==> src/rtl/word_serializer_5bit.sv <==
// -----------------------------------------------------------------------------
// word_serializer_5bit
//
// Parallel-in / serial-out transmit stage. It accepts a WIDTH-bit word through
// a valid/ready handshake and shifts it out LSB-first, one bit per clock.
// Bit 0 goes out first, so a downstream right-shifting SIPO register (new bit
// entering at the MSB) holds the accepted word in its natural bit order
// WIDTH clocks after acceptance. o_word_done marks that cycle. Back-to-back
// words stream without gap cycles.
//
// Parameters
//   WIDTH       word length; must match the downstream shift register depth
//   IDLE_LEVEL  level driven on o_serial_out while no word is in flight
//
// Ports
//   i_clk         clock; all state updates on the rising edge
//   i_reset       asynchronous, active-high reset
//   i_data_in     word to transmit; sampled only on an accept edge
//   i_load        valid: i_data_in holds a word to send
//   o_ready       a word can be accepted at the next rising edge
//   o_serial_out  registered serial bit, drives the downstream serial input
//   o_busy        a word is being shifted out
//   o_word_done   one-cycle strobe: downstream now holds the last word in full
// -----------------------------------------------------------------------------
module word_serializer_5bit #(
   parameter int   WIDTH      = 5,
   parameter logic IDLE_LEVEL = 1'b0
) (
   input  logic             i_clk,
   input  logic             i_reset,
   input  logic [WIDTH-1:0] i_data_in,
   input  logic             i_load,
   output logic             o_ready,
   output logic             o_serial_out,
   output logic             o_busy,
   output logic             o_word_done
);

   localparam int               CNT_W    = (WIDTH > 1) ? $clog2(WIDTH) : 1;
   localparam logic [CNT_W-1:0] LAST_CNT = CNT_W'(WIDTH - 1);
   localparam logic [CNT_W-1:0] CNT_ONE  = CNT_W'(1);

   typedef enum logic {
      ST_IDLE  = 1'b0,
      ST_SHIFT = 1'b1
   } state_t;

   state_t           r_state;
   state_t           w_state_next;
   logic [WIDTH-1:0] r_shreg;
   logic [WIDTH-1:0] w_shreg_next;
   logic [CNT_W-1:0] r_cnt;
   logic [CNT_W-1:0] w_cnt_next;
   logic             r_serial;
   logic             w_serial_next;
   logic             r_word_done;
   logic             w_word_done_next;

   logic             w_last;
   logic             w_accept;

   // The last bit of a word is on the line: the downstream register captures
   // it at the coming edge, and a new word may be accepted at that same edge.
   assign w_last   = (r_state == ST_SHIFT) && (r_cnt == LAST_CNT);
   // ready depends on state/cnt only, never on i_load.
   assign o_ready  = (r_state == ST_IDLE) || w_last;
   assign w_accept = i_load && o_ready;

   always_comb begin
      w_state_next     = r_state;
      w_shreg_next     = r_shreg;
      w_cnt_next       = r_cnt;
      w_serial_next    = r_serial;
      w_word_done_next = w_last;

      if (w_accept) begin
         // Bit 0 goes straight to the line; the rest wait in the shifter.
         w_serial_next = i_data_in[0];
         w_shreg_next  = i_data_in >> 1;
         w_cnt_next    = '0;
         w_state_next  = ST_SHIFT;
      end else begin
         case (r_state)
            ST_SHIFT: begin
               if (w_last) begin
                  w_state_next  = ST_IDLE;
                  w_serial_next = IDLE_LEVEL;
                  w_cnt_next    = '0;
               end else begin
                  w_serial_next = r_shreg[0];
                  w_shreg_next  = r_shreg >> 1;
                  w_cnt_next    = r_cnt + CNT_ONE;
               end
            end
            ST_IDLE: begin
               w_serial_next = IDLE_LEVEL;
               w_cnt_next    = '0;
            end
            default: begin
               w_state_next  = ST_IDLE;
               w_serial_next = IDLE_LEVEL;
               w_cnt_next    = '0;
            end
         endcase
      end
   end

   always_ff @(posedge i_clk or posedge i_reset) begin
      if (i_reset) begin
         r_state     <= ST_IDLE;
         r_shreg     <= '0;
         r_cnt       <= '0;
         r_serial    <= IDLE_LEVEL;
         r_word_done <= 1'b0;
      end else begin
         r_state     <= w_state_next;
         r_shreg     <= w_shreg_next;
         r_cnt       <= w_cnt_next;
         r_serial    <= w_serial_next;
         r_word_done <= w_word_done_next;
      end
   end

   assign o_serial_out = r_serial;
   assign o_busy       = (r_state == ST_SHIFT);
   assign o_word_done  = r_word_done;

endmodule

==> config.mk <==
export PLATFORM = sky130hd
export DESIGN_NAME = word_serializer_5bit
export DESIGN_NICKNAME = d
export VERILOG_FILES = /design/src/rtl/word_serializer_5bit.sv
export SDC_FILE = /design/constraint.sdc
export NUM_CORES = 1
export LEC_CHECK = 0
export BUFFER_PORTS_ARGS = -buffer_cell sky130_fd_sc_hd__buf_2
export CORE_MARGIN = 4
export CORE_UTILIZATION = 37
export DETAILED_ROUTE_END_ITERATION = 8
export HOLD_SLACK_MARGIN = 0.06
export PLACE_DENSITY_LB_ADDON = 0.05
export SLEW_MARGIN = 40
export SYNTH_ARGS = -nofsm -noshare
export SYNTH_HDL_FRONTEND = slang
export SYNTH_SLANG_ARGS = --single-unit
==> constraint.sdc <==
create_clock -name i_clk -period 1.3 [get_ports i_clk]
set_input_delay 0 -clock i_clk [delete_from_list [all_inputs] [get_ports i_clk]]
set_output_delay 0 -clock i_clk [all_outputs]
set_load 0.02 [all_outputs]
==> flow_summary.json, run 1 <==
{
  "n_fill_cell": 103,
  "cts_sinks": 10,
  "nets": 72,
  "grt_pass1_wl_mm": 1.442,
  "cts_buffers": 3,
  "power_mw": 1.518,
  "drt_iter0_drc": 4,
  "fp.dieArea_sq_um": 1943,
  "design_area_sq_um": 681.9,
  "power.density_nw_per_um2": 2226,
  "crit_fanout": 3,
  "netlist_instances": 36,
  "worst_slew_pin_slew_ns": 0.3779,
  "finalSetupViolCount": 4,
  "drc": 0,
  "die_h_um": 44.08,
  "vias": 327,
  "p_leak_nw": 0.3652,
  "syn_nets": 46,
  "rows": 12,
  "grt_max_degree": 11,
  "arrival_ns": 1.48,
  "finalHoldViolCount": 0,
  "violations": "setup timing",
  "areaGrowthSynthToFinish_pct": 41.56,
  "drtPass1Iterations": 2,
  "fin_crit_ns": 1.337,
  "gp_congestion": 0.7377,
  "grt_pass1_vias": 345,
  "clock-root-buffer": "clkbuf_4",
  "clock_latency_ns": 0.26,
  "grt_busiest_layer": "met2",
  "clk_pin_slew_ns": 0.06,
  "coreArea_sq_um": 1171,
  "placedInstanceArea_sq_um": 556.8,
  "wl_per_cell_um": 12.38,
  "ios": 12,
  "required_ns": 1.44,
  "clock.fmax_mhz": 748.2,
  "cts_tree": "built",
  "preCtsSetupSlack_ns": 0.002328,
  "regArea_sq_um": 250.2,
  "drive_gt1_share_pct": 53.33,
  "end_kind": "flip-flop",
  "yosysWarnings": 0,
  "timing.setup.tns_ns": -0.1081,
  "finalWorstSetupSlack_ns": -0.03661,
  "startpoint_type": "flip-flop",
  "drt_wl_total_um": 916,
  "utilization_pct": 58.23,
  "die_w_um": 44.08,
  "multi_input_area_sq_um": 202.7,
  "ant_nets": 0,
  "overflow": 0,
  "htreeDepth": 1,
  "grt_use_total_pct": 10.48,
  "irDropWorstVdd_v": 0.001104,
  "use_met1_pct": 10.95,
  "synth_seq_area_share_pct": 51.95,
  "yosysUniqueCellTypes": 15,
  "critPathKind": "reg2reg",
  "ys_ff_latch": 10,
  "slew_headroom_pct": 74.78,
  "timing.hold.ws_ns": 0.08049,
  "initial_core_util_pct": 41.13,
  "viasPerCell": 4.419,
  "hp-class": "in2reg",
  "rsz0062_at_grt": "yes",
  "layout.cells.non_filler": 74,
  "use_met3_pct": 5.285,
  "hpwl_um": 614.5,
  "avgSynthCellArea_sq_um": 13.38,
  "dp.cells": 62,
  "slew_viol_final": 0,
  "synth_area_sq_um": 481.7,
  "numPortBuffers": 11,
  "clockBufferDepth": 2,
  "antenna_found_initial": 0,
  "period_share_pct": 102.8,
  "n_antenna_cell": 0,
  "cap_violations": 0,
  "status": "finished, violations left",
  "grt_use_met2_pct": 18.02,
  "fin_worst_skew_ns": 0.002835
}
## routing by layer
layer / routed length (um) / vias to the layer above
met2: 452 / 11
met5: 0 / -
met3: 72 / 0
met4: 0 / 0
li1: - / 163
met1: 391 / 153
## layout make-up
| type | count | area share, % |
|---|---|---|
| multi-input cells | 20 | 29.72 |
| inverters | 4 | 2.202 |
| well taps | 14 | 2.569 |
| repair buffers | 23 | 25.50 |
| flip-flops and latches | 10 | 36.70 |
| clock buffers | 3 | 3.303 |
## timing repair
item,in CTS,in global routing
endpoints found under the setup margin,4,5
pin swaps,2,2
setup buffers,3,3
endpoints found under the hold margin,12,0
resized for setup,6,2
hold buffers,3,0
## sequential cells by signal, summed over array words and instances, names as in the netlist
signal,cells
o_word_done,1
r_cnt,3
o_busy,1
o_serial_out,1
r_shreg,4
## worst paths after layout
path	from	end	slack (ns)	depth (start not counted)
worst max register to register	r_cnt[0]$_DFF_PP0_	r_shreg[2]$_DFFE_PP0P_	-0.04	5
min in group asynchronous	i_reset	r_shreg[0]$_DFFE_PP0P_	0.25	3
worst min-delay path	i_data_in[4]	r_shreg[3]$_DFFE_PP0P_	0.08	3
max in group asynchronous	i_reset	r_cnt[0]$_DFF_PP0_	0.78	3
worst min register to register	r_shreg[3]$_DFFE_PP0P_	r_shreg[2]$_DFFE_PP0P_	0.52	1
worst max-delay path	r_cnt[0]$_DFF_PP0_	r_shreg[2]$_DFFE_PP0P_	-0.04	5
## power by group
part / switching, mW / leakage [nW] / internal [mW]
Clock: 0.0978 / 0.0138 / 0.107
Combinational: 0.309 / 0.225 / 0.506
Sequential: 0.0698 / 0.127 / 0.429
Total: 0.476 / 0.365 / 1.04
## placed cells by master (no fill, tap or decap), types with 2 or more instances in the layout
cell type and count:
mux2_4 6, dfrtp_1 10, clkbuf_4 3, buf_6 5, buf_2 10, inv_1 4
nand2_1 2, dlygate4sd3_1 3, nor2_1 2, buf_4 5
## worst max-delay path, stage by stage, from the launching register on
cell	delay, ns
dfrtp_1	0.35
inv_1	0.05
ha_2	0.18
a21bo_4	0.23
buf_6	0.12
mux2_4	0.28
## synthesized netlist by cell type
master / count / area share, %
ha_1: 2 / 5.2
a21oi_1: 1 / 1.0
mux2_4: 6 / 19
mux2_2: 1 / 2.3
and3_1: 1 / 1.3
buf_6: 2 / 4.7
nand2_1: 2 / 1.6
dfrtp_1: 10 / 52
a21bo_1: 1 / 2.1
nor2_1: 2 / 1.6
inv_1: 4 / 3.1
mux2i_1: 1 / 2.1
and2_1: 1 / 1.3
nand2b_1: 1 / 1.3
xnor2_1: 1 / 1.8
## cell families after synthesis
family	synth area share, %
buffers and inverters	7.791
adder cells (fa/ha/maj)	5.194
multiplexers	23.12
flip-flops	51.95
XOR/XNOR	1.819
AND/OR/NAND/NOR	7.017
AO/OA/AOI/OAI	3.116
(Power assumes the default switching activity.)
==> inputs of run 2 (changes only) <==
--- a/config.mk
+++ b/config.mk
@@ -11,6 +11,7 @@
 export DETAILED_ROUTE_END_ITERATION = 8
 export HOLD_SLACK_MARGIN = 0.06
 export PLACE_DENSITY_LB_ADDON = 0.05
+export SKIP_LAST_GASP = 1
 export SLEW_MARGIN = 40
 export SYNTH_ARGS = -nofsm -noshare
 export SYNTH_HDL_FRONTEND = slang
==> constraint.sdc (replaced) <==
create_clock -name i_clk -period 1.3 [get_ports i_clk]
set_input_delay 0 -clock i_clk [delete_from_list [all_inputs] [get_ports i_clk]]
set_output_delay 0 -clock i_clk [all_outputs]
set_load 0.05 [all_outputs]
==> flow_summary.json, run 2 (synthesis results as in run 1) <==
{
  "fp.dieArea_sq_um": 1943,
  "period_share_pct": 97.77,
  "p_leak_nw": 0.3523,
  "intPower_mw": 0.9849,
  "top_layer": "met4",
  "cts_buffers": 3,
  "dp.cells": 62,
  "utilization_pct": 56.41,
  "final_common_cell": "buf_2",
  "hp-class": "in2reg",
  "rows": 12,
  "drt_iter0_drc": 0,
  "timing.setup.tns_ns": 0,
  "power.density_nw_per_um2": 2350,
  "startpoint_type": "flip-flop",
  "status": "complete, no violations",
  "areaGrowthSynthToFinish_pct": 37.14,
  "drtPass1Iterations": 1,
  "htreeDepth": 1,
  "grt_pass1_wl_mm": 1.373,
  "fin_worst_skew_ns": 0.007301,
  "numPortBuffers": 11,
  "layout.cells.non_filler": 73,
  "multi_input_area_sq_um": 202.7,
  "required_ns": 1.44,
  "end_kind": "flip-flop",
  "switchingPower_mw": 0.5676,
  "arrival_ns": 1.41,
  "finalSetupViolCount": 0,
  "clock.fmax_mhz": 786.8,
  "reg.largest.list": "r_shreg x4, r_cnt x3",
  "wl_met3_um": 55,
  "grt_max_degree": 11,
  "finalHoldViolCount": 0,
  "largest_register_ffs": 4,
  "worst_slew_pin_slew_ns": 0.3750,
  "wl_met2_um": 428,
  "power_frac_seq_pct": 32.2,
  "irDropWorstVdd_v": 0.001565,
  "final_cell_mix": "10 x buf_2, 9 x dfrtp_1, 7 x buf_4, 6 x mux2_4, 4 x inv_1",
  "coreArea_sq_um": 1171,
  "drive_gt1_share_pct": 52.54,
  "cts_sinks": 10,
  "critPathKind": "reg2reg",
  "clock_latency_ns": 0.26,
  "crit_fanout": 8,
  "clk_pin_slew_ns": 0.07,
  "design_area_sq_um": 660.6,
  "grt_pass1_vias": 309,
  "n_fill_cell": 113,
  "vias": 328,
  "gp_congestion": 0.7532,
  "p_clk_share_pct": 14.1,
  "largest-register": "r_shreg",
  "overflow": 0,
  "n_antenna_cell": 0,
  "fin_crit_ns": 1.271,
  "swShare_pct": 36.56,
  "pwr-share-comb_pct": 53.7,
  "timing.hold.ws_ns": 0.09187,
  "cts_tree": "built",
  "placedInstanceArea_sq_um": 555.5,
  "drt_wl_total_um": 856,
  "ios": 12,
  "hpwl_um": 618,
  "die_h_um": 44.08,
  "initial_core_util_pct": 41.13,
  "ant_nets": 0,
  "cap_violations": 0,
  "slew_headroom_pct": 74.97,
  "antenna_found_initial": 0,
  "regArea_sq_um": 251.5,
  "wl_per_cell_um": 11.73,
  "die_w_um": 44.08,
  "slew_viol_final": 0,
  "drc": 0,
  "clock-root-buffer": "clkbuf_4",
  "nets": 70,
  "grt_use_total_pct": 10.18,
  "drt-met1-wl_um": 368,
  "viasPerCell": 4.493,
  "clockBufferDepth": 2
}
==> run 2: cell type report <==
type | instances | share of cell area (%)
clock buffer | 4 | 3.977
inverter | 4 | 2.273
multi-input combinational | 20 | 30.68
sequential | 10 | 38.07
tap | 14 | 2.652
timing repair buffer | 21 | 22.35
==> run 2: final timing paths <==
path / start / to / slack [ns] / cells past startpoint
worst max-delay path: r_cnt[1]$_DFF_PP0_ / r_shreg[2]$_DFFE_PP0P_ / 0.03 / 4
min in group asynchronous: i_reset / r_cnt[2]$_DFF_PP0_ / 0.25 / 3
worst max register to register: r_cnt[1]$_DFF_PP0_ / r_shreg[2]$_DFFE_PP0P_ / 0.03 / 4
worst min register to register: r_shreg[3]$_DFFE_PP0P_ / r_shreg[2]$_DFFE_PP0P_ / 0.52 / 1
worst min-delay path: i_data_in[4] / r_shreg[3]$_DFFE_PP0P_ / 0.09 / 3
max in group asynchronous: i_reset / o_busy$_DFF_PP0_ / 0.76 / 3
==> run 2: metal layers <==
layer / vias to the layer above / global-route usage, %
met2: 9 / 15.41
met3: 2 / 3.659
met5: - / 0
met1: 154 / 12.56
met4: 0 / 5.422
li1: 163 / -
==> run 2: critical path: stages, from the launching register on <==
cell and delay [ns]:
dfrtp_1 0.36, inv_1 0.05, ha_2 0.17, a21bo_4 0.25
mux2_4 0.31
==> run 2: per-stage QoR <==
stage | setup slack, ns | power [mW]
2_1_floorplan | -0.04842 | 1.057
3_3_place_gp | 0.02256 | 1.142
3_5_place_dp | -0.03842 | 1.174
4_1_cts | 0.002727 | 1.520
5_1_grt | -0.01680 | 1.653
6_report | 0.02902 | 1.553
==> run 2: what timing repair did <==
action,CTS,global route
hold endpoints to repair,12,0
hold buffers,3,0
cloned,0,0
setup buffers,2,2
pin swaps,1,1
endpoints found under the setup margin,5,4
gates resized for setup,5,1
==> run 2: power groups by stage <==
| stage | Sequential (mW) | Combinational [mW] | Clock [mW] |
|---|---|---|---|
| 2_1_floorplan | 0.591 | 0.466 | 0 |
| 3_3_place_gp | 0.490 | 0.652 | 0 |
| 3_5_place_dp | 0.501 | 0.673 | 0 |
| 4_1_cts | 0.494 | 0.797 | 0.230 |
| 5_1_grt | 0.510 | 0.891 | 0.252 |
| 6_report | 0.500 | 0.834 | 0.219 |
